<file path="src/rtl/pa_spsram_cfg_pkg.sv">
// Shared definitions for the configurable single-port SRAM wrapper:
// init sequencer state encoding and write-mask lane geometry helpers.
package pa_spsram_cfg_pkg;

  // Init sequencer: sweeping the array, or open for user traffic.
  typedef enum logic {
    INIT  = 1'b0,
    READY = 1'b1
  } init_state_e;

  // Width of one write-mask lane.
  function automatic int lane_width(input int data_width, input int we_width);
    return data_width / we_width;
  endfunction

  // Lanes must tile the entry exactly; a remainder would leave bits unmaskable.
  function automatic bit lane_cfg_ok(input int data_width, input int we_width);
    return (we_width > 0) && ((data_width % we_width) == 0);
  endfunction

endpackage

</file>
<file path="src/rtl/pa_spsram_cfg_if.sv">
// Array-controller <-> SRAM wrapper bus. Macro-style active-low controls.
interface pa_spsram_cfg_if #(
  parameter int ADDR_WIDTH = 6,
  parameter int DATA_WIDTH = 44,
  parameter int WE_WIDTH   = 44
);

  logic [ADDR_WIDTH-1:0] A;
  logic                  CEN;
  logic                  GWEN;
  logic [WE_WIDTH-1:0]   WEN;
  logic [DATA_WIDTH-1:0] D;
  logic [DATA_WIDTH-1:0] Q;
  logic                  INIT_DONE;

  // Array controller side.
  modport master (
    output A, CEN, GWEN, WEN, D,
    input  Q, INIT_DONE
  );

  // SRAM wrapper side.
  modport slave (
    input  A, CEN, GWEN, WEN, D,
    output Q, INIT_DONE
  );

endinterface

</file>
<file path="src/rtl/pa_spsram_init_ctrl.sv">
// Post-reset clear sequencer: walks cnt over every entry once, asserting a
// full-mask write each edge, then parks in READY until the next reset.
module pa_spsram_init_ctrl
  import pa_spsram_cfg_pkg::*;
#(
  parameter int ADDR_WIDTH = 6,
  parameter int INIT_EN    = 1
) (
  input  logic                  CLK,
  input  logic                  RST,
  output logic                  init_we,
  output logic [ADDR_WIDTH-1:0] init_addr,
  output logic                  init_done
);

  localparam logic [ADDR_WIDTH-1:0] LAST_ADDR = {ADDR_WIDTH{1'b1}};

  if (INIT_EN != 0) begin : g_sweep
    init_state_e           state_q, state_d;
    logic [ADDR_WIDTH-1:0] cnt_q, cnt_d;

    // State and sweep counter register; reset restarts the sweep at entry 0.
    always_ff @(posedge CLK) begin
      if (RST) begin
        state_q <= INIT;
        cnt_q   <= '0;
      end else begin
        state_q <= state_d;
        cnt_q   <= cnt_d;
      end
    end

    // Next state, counter advance and sweep write strobe. The last entry is
    // written on the same edge that enters READY, so cnt never wraps.
    always_comb begin
      state_d = state_q;
      cnt_d   = cnt_q;
      init_we = 1'b0;
      case (state_q)
        INIT: begin
          init_we = ~RST;
          if (cnt_q == LAST_ADDR) begin
            state_d = READY;
          end else begin
            cnt_d = cnt_q + 1'b1;
          end
        end
        READY: begin
          state_d = READY;
        end
        default: begin
          state_d = INIT;
        end
      endcase
    end

    assign init_addr = cnt_q;
    assign init_done = (state_q == READY);
  end else begin : g_nosweep
    logic done_q;

    // Without a sweep the array is usable from the first edge after reset.
    always_ff @(posedge CLK) begin
      if (RST) begin
        done_q <= 1'b0;
      end else begin
        done_q <= 1'b1;
      end
    end

    assign init_we   = 1'b0;
    assign init_addr = '0;
    assign init_done = done_q;
  end

endmodule

</file>
<file path="src/rtl/pa_spsram_cfg.sv">
// Parametrised single-port SRAM wrapper for tag/data arrays: lane-masked
// writes, registered read with optional extra output stage, and a
// post-reset clear sweep gating user access through INIT_DONE.
module pa_spsram_cfg
  import pa_spsram_cfg_pkg::*;
#(
  parameter int                    ADDR_WIDTH = 6,
  parameter int                    DATA_WIDTH = 44,
  parameter int                    WE_WIDTH   = 44,
  parameter int                    OUT_REG    = 0,
  parameter int                    INIT_EN    = 1,
  parameter logic [DATA_WIDTH-1:0] INIT_VALUE = '0
) (
  input logic             CLK,
  input logic             RST,
  pa_spsram_cfg_if.slave  bus
);

  localparam int DEPTH = 1 << ADDR_WIDTH;
  localparam int LW    = lane_width(DATA_WIDTH, WE_WIDTH);

  if (!lane_cfg_ok(DATA_WIDTH, WE_WIDTH)) begin : g_bad_lane_cfg
    $error("pa_spsram_cfg: DATA_WIDTH must be a multiple of WE_WIDTH");
  end

  logic                  init_we;
  logic [ADDR_WIDTH-1:0] init_addr;
  logic                  init_done;

  logic                  user_take;
  logic                  user_wr;
  logic                  user_rd;
  logic                  wr_en;
  logic [ADDR_WIDTH-1:0] wr_addr;
  logic [DATA_WIDTH-1:0] wr_data;
  logic [WE_WIDTH-1:0]   wr_lane;

  logic [DATA_WIDTH-1:0] mem [DEPTH];
  logic [DATA_WIDTH-1:0] q_p0;

  pa_spsram_init_ctrl #(
    .ADDR_WIDTH (ADDR_WIDTH),
    .INIT_EN    (INIT_EN)
  ) u_init_ctrl (
    .CLK       (CLK),
    .RST       (RST),
    .init_we   (init_we),
    .init_addr (init_addr),
    .init_done (init_done)
  );

  assign bus.INIT_DONE = init_done;

  // Access qualification and init/user write mux. Requests arriving before
  // the array is ready or during reset are dropped outright.
  always_comb begin
    user_take = ~bus.CEN & init_done & ~RST;
    user_wr   = user_take & ~bus.GWEN;
    user_rd   = user_take & bus.GWEN;
    wr_en     = init_we | user_wr;
    wr_addr   = bus.A;
    wr_data   = bus.D;
    wr_lane   = ~bus.WEN;
    if (init_we) begin
      wr_addr = init_addr;
      wr_data = INIT_VALUE;
      wr_lane = '1;
    end
  end

  // Lane-masked storage write; reset never touches the contents.
  always_ff @(posedge CLK) begin
    if (wr_en) begin
      for (int i = 0; i < WE_WIDTH; i++) begin
        if (wr_lane[i]) begin
          mem[wr_addr][i*LW +: LW] <= wr_data[i*LW +: LW];
        end
      end
    end
  end

  // ---- stage p0: storage read register, holds when no read is taken ----
  always_ff @(posedge CLK) begin
    if (RST) begin
      q_p0 <= '0;
    end else if (user_rd) begin
      q_p0 <= mem[bus.A];
    end
  end

  if (OUT_REG != 0) begin : g_out_reg
    logic                  vld_p0;
    logic [DATA_WIDTH-1:0] q_p1;

    // Tracks whether q_p0 was loaded by a read on the last edge.
    always_ff @(posedge CLK) begin
      if (RST) begin
        vld_p0 <= 1'b0;
      end else begin
        vld_p0 <= user_rd;
      end
    end

    // ---- stage p1: output register, loads only behind a fresh read ----
    always_ff @(posedge CLK) begin
      if (RST) begin
        q_p1 <= '0;
      end else if (vld_p0) begin
        q_p1 <= q_p0;
      end
    end

    assign bus.Q = q_p1;
  end else begin : g_no_out_reg
    assign bus.Q = q_p0;
  end

endmodule

</file>
<file path="src/flat_wrapper.sv">
// flat-port wrapper written by rule: the top's interface ports become plain ports
module pa_spsram_cfg_flat import pa_spsram_cfg_pkg::*;
#(
  parameter int                    ADDR_WIDTH = 6,
  parameter int                    DATA_WIDTH = 44,
  parameter int                    WE_WIDTH   = 44,
  parameter int                    OUT_REG    = 0,
  parameter int                    INIT_EN    = 1,
  parameter logic [DATA_WIDTH-1:0] INIT_VALUE = '0
)
  (CLK, RST, bus_A, bus_CEN, bus_GWEN, bus_WEN, bus_D, bus_Q, bus_INIT_DONE);
  pa_spsram_cfg_if #(.ADDR_WIDTH(ADDR_WIDTH), .DATA_WIDTH(DATA_WIDTH), .WE_WIDTH(WE_WIDTH)) bus_i ();
  input logic CLK;
  input logic RST;
  input wire logic [$bits(bus_i.A)-1:0] bus_A;
  input wire logic [$bits(bus_i.CEN)-1:0] bus_CEN;
  input wire logic [$bits(bus_i.GWEN)-1:0] bus_GWEN;
  input wire logic [$bits(bus_i.WEN)-1:0] bus_WEN;
  input wire logic [$bits(bus_i.D)-1:0] bus_D;
  output wire logic [$bits(bus_i.Q)-1:0] bus_Q;
  output wire logic [$bits(bus_i.INIT_DONE)-1:0] bus_INIT_DONE;
  assign bus_i.A = bus_A;
  assign bus_i.CEN = bus_CEN;
  assign bus_i.GWEN = bus_GWEN;
  assign bus_i.WEN = bus_WEN;
  assign bus_i.D = bus_D;
  assign bus_Q = bus_i.Q;
  assign bus_INIT_DONE = bus_i.INIT_DONE;
  pa_spsram_cfg #(.ADDR_WIDTH(ADDR_WIDTH), .DATA_WIDTH(DATA_WIDTH), .WE_WIDTH(WE_WIDTH), .OUT_REG(OUT_REG), .INIT_EN(INIT_EN), .INIT_VALUE(INIT_VALUE)) u_core (.CLK(CLK), .RST(RST), .bus(bus_i));
endmodule
</file>
<file path="config.mk">
export PLATFORM = sky130hd
export DESIGN_NAME = pa_spsram_cfg_flat
export DESIGN_NICKNAME = d
export VERILOG_FILES = /design/src/rtl/pa_spsram_cfg_pkg.sv /design/src/rtl/pa_spsram_cfg_if.sv /design/src/rtl/pa_spsram_init_ctrl.sv /design/src/rtl/pa_spsram_cfg.sv /design/src/flat_wrapper.sv
export SDC_FILE = /design/constraint.sdc
export NUM_CORES = 2
export LEC_CHECK = 0
export CORE_MARGIN = 2
export CORE_UTILIZATION = 35
export CTS_BUF_LIST = sky130_fd_sc_hd__clkbuf_4 sky130_fd_sc_hd__clkbuf_8
export DETAILED_ROUTE_END_ITERATION = 10
export GPL_TIMING_DRIVEN = 0
export PLACE_DENSITY = 0.54
export SLEW_MARGIN = 5
export SYNTH_ARGS = -nofsm -noshare
export SYNTH_HDL_FRONTEND = slang
export SYNTH_SLANG_ARGS = --single-unit
</file>
<file path="constraint.sdc">
create_clock -name CLK -period 4.7 [get_ports CLK]
set_input_delay 0.94 -clock CLK [delete_from_list [all_inputs] [get_ports CLK]]
set_output_delay 0.94 -clock CLK [all_outputs]
set_load 0.1 [all_outputs]
</file>
* Yosys cells after proc, flatten, opt, wreduce, memory -nomap -nowiden *
Memories as Yosys holds them, arrays and structs flattened. A register that Yosys moved wholly into a read port is not among the register bits.
Cells that the tools add are included.

storage, ports and cells
  memory bits (writable) = 2816
  word-level logic and storage cells = 155
  bits in registers = 7
  input port bits = 98
  memories = 1
  output and inout bits = 45

cells by class
  reductions and logical operators = 1
  add/subtract/negate cells = 1
  bitwise operators = 11
  muxes and demuxes = 138
  eq/ne operators = 1

memories
  name        words  bits a word  read ports  clocked after memory_dff  wr ports  RTL line             RTL
  u_core.mem  64     44           1           1                         1         pa_spsram_cfg.sv:38  logic [DATA_WIDTH-1:0] mem [DEPTH];

operators by type and width
  operator                                     number
  two-way mux 1 bit                            134
  two-way mux 44 bit                           2
  inverter 44 bit                              1
  adder 6 x 1 -> 6 bit, second input constant  1
  == test 6 bit, second input constant         1
  two-way mux 6 bit                            1
  inverter 1 bit                               5
  AND 1 bit                                    4
  case mux 1 bit (2 select lines)              1
  AND reduction 2 bit                          1
  OR 1 bit                                     1

* Depth between registers and ports, before layout *
  depth in word-level cells = 7
  depth in mapped cells = 11
  gate-level depth less buffers = 5

* Hierarchy *
Synthesis repeated with hierarchy kept, for this count alone.

second synthesis, totals
  cell total of the unflattened synthesis = 8572
  area total of the unflattened synthesis = 122951.7 µm²

modules (own cells, without submodules)
  module               seq. area each (µm²)  times used  area an instance (µm²)  cells each
  pa_spsram_cfg        85441.9               1           122550.0                8529
  pa_spsram_init_ctrl  140.1                 1           401.6                   43

* Worst setup path before layout *
OpenSTA, ideal clock, no wires.

  path kind = input port to flip-flop
  from = input port RST
  to = memory u_core.mem[0][0], data pin
  setup time = 367 ps
  stages on the path = 6
  arrival time = 2805 ps
  path buffers = 4
  path slack = 1528 ps
  path through = buf_2 > or2_1 > buf_2 > clkbuf_1 > clkbuf_1 > and2_1

on the way
  longest elaborated chain between the ends = 3

ends and longest elaborated chain
  what                   RTL line                   RTL
  from (decl)            flat_wrapper.sv:14         input logic RST;
  inverter 1 bit         pa_spsram_init_ctrl.sv:41  init_we = ~RST;
  two-way mux 1 bit      pa_spsram_init_ctrl.sv:39  case (state_q)
  two-way mux 44 bit     pa_spsram_cfg.sv:64        if (init_we) begin
  via u_core.wr_data[0]  pa_spsram_cfg.sv:35        logic [DATA_WIDTH-1:0] wr_data;
  to (decl)              pa_spsram_cfg.sv:38

The timed path passes the listed nets, and every way through them passes these cells.

* Worst setup path after layout *
  from = input port bus_A[2]
  to = memory u_core.mem[32][20] (enable)

on the way
  longest elaborated chain between the ends = 1

ends and longest elaborated chain
  what               RTL line             RTL
  from (decl)        flat_wrapper.sv:15   input wire logic [$bits(bus_i.A)-1:0] bus_A;
  two-way mux 6 bit  pa_spsram_cfg.sv:64

Every way passes these cells.

==> flow_metrics.py <==
metrics = {
    "run_status": {
        "status": "finished with violations",
        "violations": "max-capacitance violations, max-slew violations, negative setup slack",
    },
    "critical_path": {
        "crit_cells": 9,
        "crit_path_frequent_cell": "buf_2",
        "crit_slowest_cell": "nor2_1",
        "crit_path_max_fanout": 10,
        "cpLargestDelayFamily": "buffers and inverters",
        "startpoint_type": "input port",
        "crit_path_max_incr_delay_ns": 0.81,
        "crit_buf_inv": 5,
        "endpoint_kind": "flip-flop",
        "crit_type": "in -> reg",
        "critical_path.cell_chain": "clkdlybuf4s50_1, inv_1, buf_2, buf_2, a31oi_1, nor2_2, nand2_2, clkbuf_1, nor2_1",
        "cp_data_required_time_ns": 5.43,
        "cp.arrival_ns": 5.64,
        "worst_r2r_path_depth": 8,
    },
    "timing": {
        "holdWs_ns": 0.4276,
        "tightestPinTransition_ns": 1.560,
        "slew_violations": 44,
        "finalClockSkew_ns": 0.08462,
        "setup_viol": 229,
        "min_period_over_period_pct": 104.5,
        "setup_tns_ns": -12.80,
        "rsz0062_at_grt": "true",
        "hold_viol_final": 0,
        "fmax_mhz": 203.6,
        "relSlewSlack_pct": -4.023,
        "fin_ws_ns": -0.2105,
        "period_needed_ns": 4.911,
    },
    "clock_network": {
        "cts_tree": "yes",
        "cts.clk_slew.worst_paths_ns": 0.06,
        "htreeDepth": 5,
        "cts.sinks": 2867,
        "cts_made_buffers": 470,
        "cts_buffer_depth": 4,
        "clock_latency_ns": 1.14,
        "cts-root-buf": "clkbuf_8",
    },
    "layout": {
        "multiInputGateArea_um2": 33820,
        "final_cells": 13810,
        "fillers": 32090,
        "seq_area_um2": 85580,
        "fin_area_um2": 141400,
        "nets": 8915,
        "utilization_pct": 40.52,
        "area.growth.synth_to_final_pct": 15.39,
        "final_layout_size_suffix_gt1_share_pct": 21.97,
    },
    "global_route": {
        "grt_antenna_before_repair": 47,
        "grt_pass1_vias": 77240,
        "grt_usage_pct": 27.17,
        "grt_pass1_wl_um": 647400,
        "overflow": 0,
        "grt_max_degree": 57,
    },
    "place": {
        "dp_hpwl_um": 340000,
        "io_buffers": 138,
        "place_area_um2": 131800,
        "place_ws_ns": -1.879,
        "routabilityCongestion": 0.9545,
        "dp_cells": 12940,
    },
    "power": {
        "switchingPower_mw": 13.56,
        "power.leakage_nw": 47.90,
        "comb_power_share_pct": 7.8,
        "peakVddDrop_mv": 0.2454,
        "swShare_pct": 24.80,
        "power_mw": 54.69,
        "pwr-share-clk_pct": 40.6,
        "seqPwrFrac_pct": 51.6,
        "power.density_nw_per_um2": 386.9,
        "p_int_mw": 41.13,
    },
    "detailed_routing": {
        "wl_per_cell_um": 35.65,
        "num_vias": 79610,
        "ant_nets": 0,
        "vias_per_cell": 5.764,
        "wirelength_um": 492400,
        "first_pass_iters": 8,
        "drcViolationCount": 0,
        "dr.first_iter.drc_count": 12970,
    },
    "yosys": {
        "synth_area_um2": 122500,
        "yosysWarnings": 0,
        "synth_cells": 8116,
        "synthFlopType": "edfxtp_1",
        "yosysSeqAreaShare_pct": 69.86,
        "syn_nets": 8215,
        "async_flop_share_pct": 0,
        "ys_ff_latch": 2867,
        "synth_edf_count": 2816,
        "avgSynthCellArea_um2": 15.09,
        "synthDistinctLibCells": 55,
    },
    "floorplanning": {
        "dieArea_um2": 354800,
        "ioPinCount": 143,
        "coreArea_um2": 348900,
        "dieWidth_um": 595.6,
        "start_util_pct": 35.11,
        "rows": 217,
        "die_y_um": 595.6,
    },
    "job": {
        "cap_viol_max_count": 5,
    },
    "hold_path": {
        "hold_depth": 3,
        "hp-class": "in -> reg",
    },
}
## cell usage in the layout (no fill, tap or decap), drive strengths merged, types with 10 or more instances in the layout
| master | count |
|---|---|
| clkdlybuf4s50 | 138 |
| a31oi | 11 |
| a211oi | 25 |
| nor2 | 2961 |
| o211ai | 10 |
| nand3 | 27 |
| mux2i | 221 |
| nand2 | 166 |
| mux4 | 748 |
| clkinv | 155 |
| a221o | 20 |
| clkbuf | 1208 |
| buf | 336 |
| a32o | 21 |
| a221oi | 11 |
| edfxtp | 2816 |
| and2 | 46 |
| o21ai | 12 |
| diode | 23 |
| and3 | 27 |
| a22oi | 40 |
| a21oi | 19 |
| dfxtp | 51 |
| o22ai | 18 |
| inv | 16 |
## flip-flops by register name, indices dropped and copies added (netlist names)
register / flops
u_core.mem: 2816
u_core.bus.Q: 44
u_core.u_init_ctrl.init_addr: 6
u_core.u_init_ctrl.init_done: 1
## path summary, 6_finish.rpt
check / startpoint / endpoint / slack (ns)
worst min register to register: u_core.bus.Q[12] / u_core.bus.Q[12] / 0.50
worst min-delay path: RST / u_core.bus.Q[13] / 0.43
worst max register to register: u_core.u_init_ctrl.init_done / u_core.mem[56][20] / 0
worst max-delay path: bus_A[2] / u_core.mem[32][20] / -0.21
## cells by family after synthesis
kind of cell    count (synthesis)  synth area share, %
simple gates                 3264                10.35
fa+ha+maj                       1              0.01021
mux                           975                15.61
compound gates                209                1.342
flops                        2867                69.86
xor+xnor                        5              0.03575
buf+inv                       795                2.794
## metal layers
metal,share of wire [%],GRT usage (%),vias up,wire length (um)
met2,45,41.51,5489,220500
met4,8.1,19.39,14,40070
met1,35,33.06,41540,172400
met5,0.018,0,-,90
met3,12,7.868,1209,59300
li1,-,-,31360,-
## repair_timing
item / 4_1_cts / 5_1_grt
buffers inserted: 0 / 0
resized for setup: 32 / 21
endpoints found under the hold margin: 0 / 0
hold buffers: 0 / 0
endpoints found under the setup margin: 859 / 36
## power by group through the flow
stage                     Combinational, mW  Clock [mW]  Sequential [mW]
after floorplan                        1.98           0             28.8
after global placement                 3.86           0             28.8
after detailed placement               4.11           0             28.8
after CTS                              4.13        22.3             28.2
after global routing                   4.31        23.3             28.2
final                                  4.27        22.2             28.2
## cells in the mapped netlist (all sizes together) (4+ instances only)
library cell / number / share of area, %
o32ai: 4 / 0.053
mux2i: 221 / 1.8
a221o: 20 / 0.16
nor3: 6 / 0.025
a21oi: 19 / 0.078
a32o: 21 / 0.17
dfxtp: 51 / 0.83
nor4b: 5 / 0.036
and3: 27 / 0.14
buf: 247 / 1.1
a211oi: 25 / 0.15
nand3: 27 / 0.11
a221oi: 11 / 0.079
nand2: 166 / 0.57
mux4: 748 / 14
nor2b: 6 / 0.031
and2: 46 / 0.23
nor2: 2961 / 9.1
o21ai: 12 / 0.049
nor4: 7 / 0.036
clkbuf: 542 / 1.7
a31oi: 11 / 0.056
a22oi: 40 / 0.25
mux2: 6 / 0.055
o211ai: 10 / 0.061
inv: 5 / 0.015
edfxtp: 2816 / 69
o22ai: 18 / 0.092
## final cells by class
type / count / share of cell area, %
Buffer: 787 / 2.510
Multi-Input combinational cell: 4454 / 23.92
Timing Repair Buffer: 230 / 2.315
Antenna cell: 23 / 0.04071
Clock inverter: 177 / 0.7833
Tap cell: 4599 / 4.071
Clock buffer: 669 / 5.801
Sequential cell: 2867 / 60.54
Inverter: 6 / 0.01593
## worst register-to-register path, stage by stage (launching register included)
cell and delay, ns:
dfxtp_1 0.47, clkbuf_1 0.39, nor2_2 0.42, buf_2 0.60
nand2_1 0.13, o21ai_1 0.56, nand2_1 0.73, clkbuf_1 0.68
nor2_1 0.33
No activity file was read; power rests on OpenSTA's default activity.
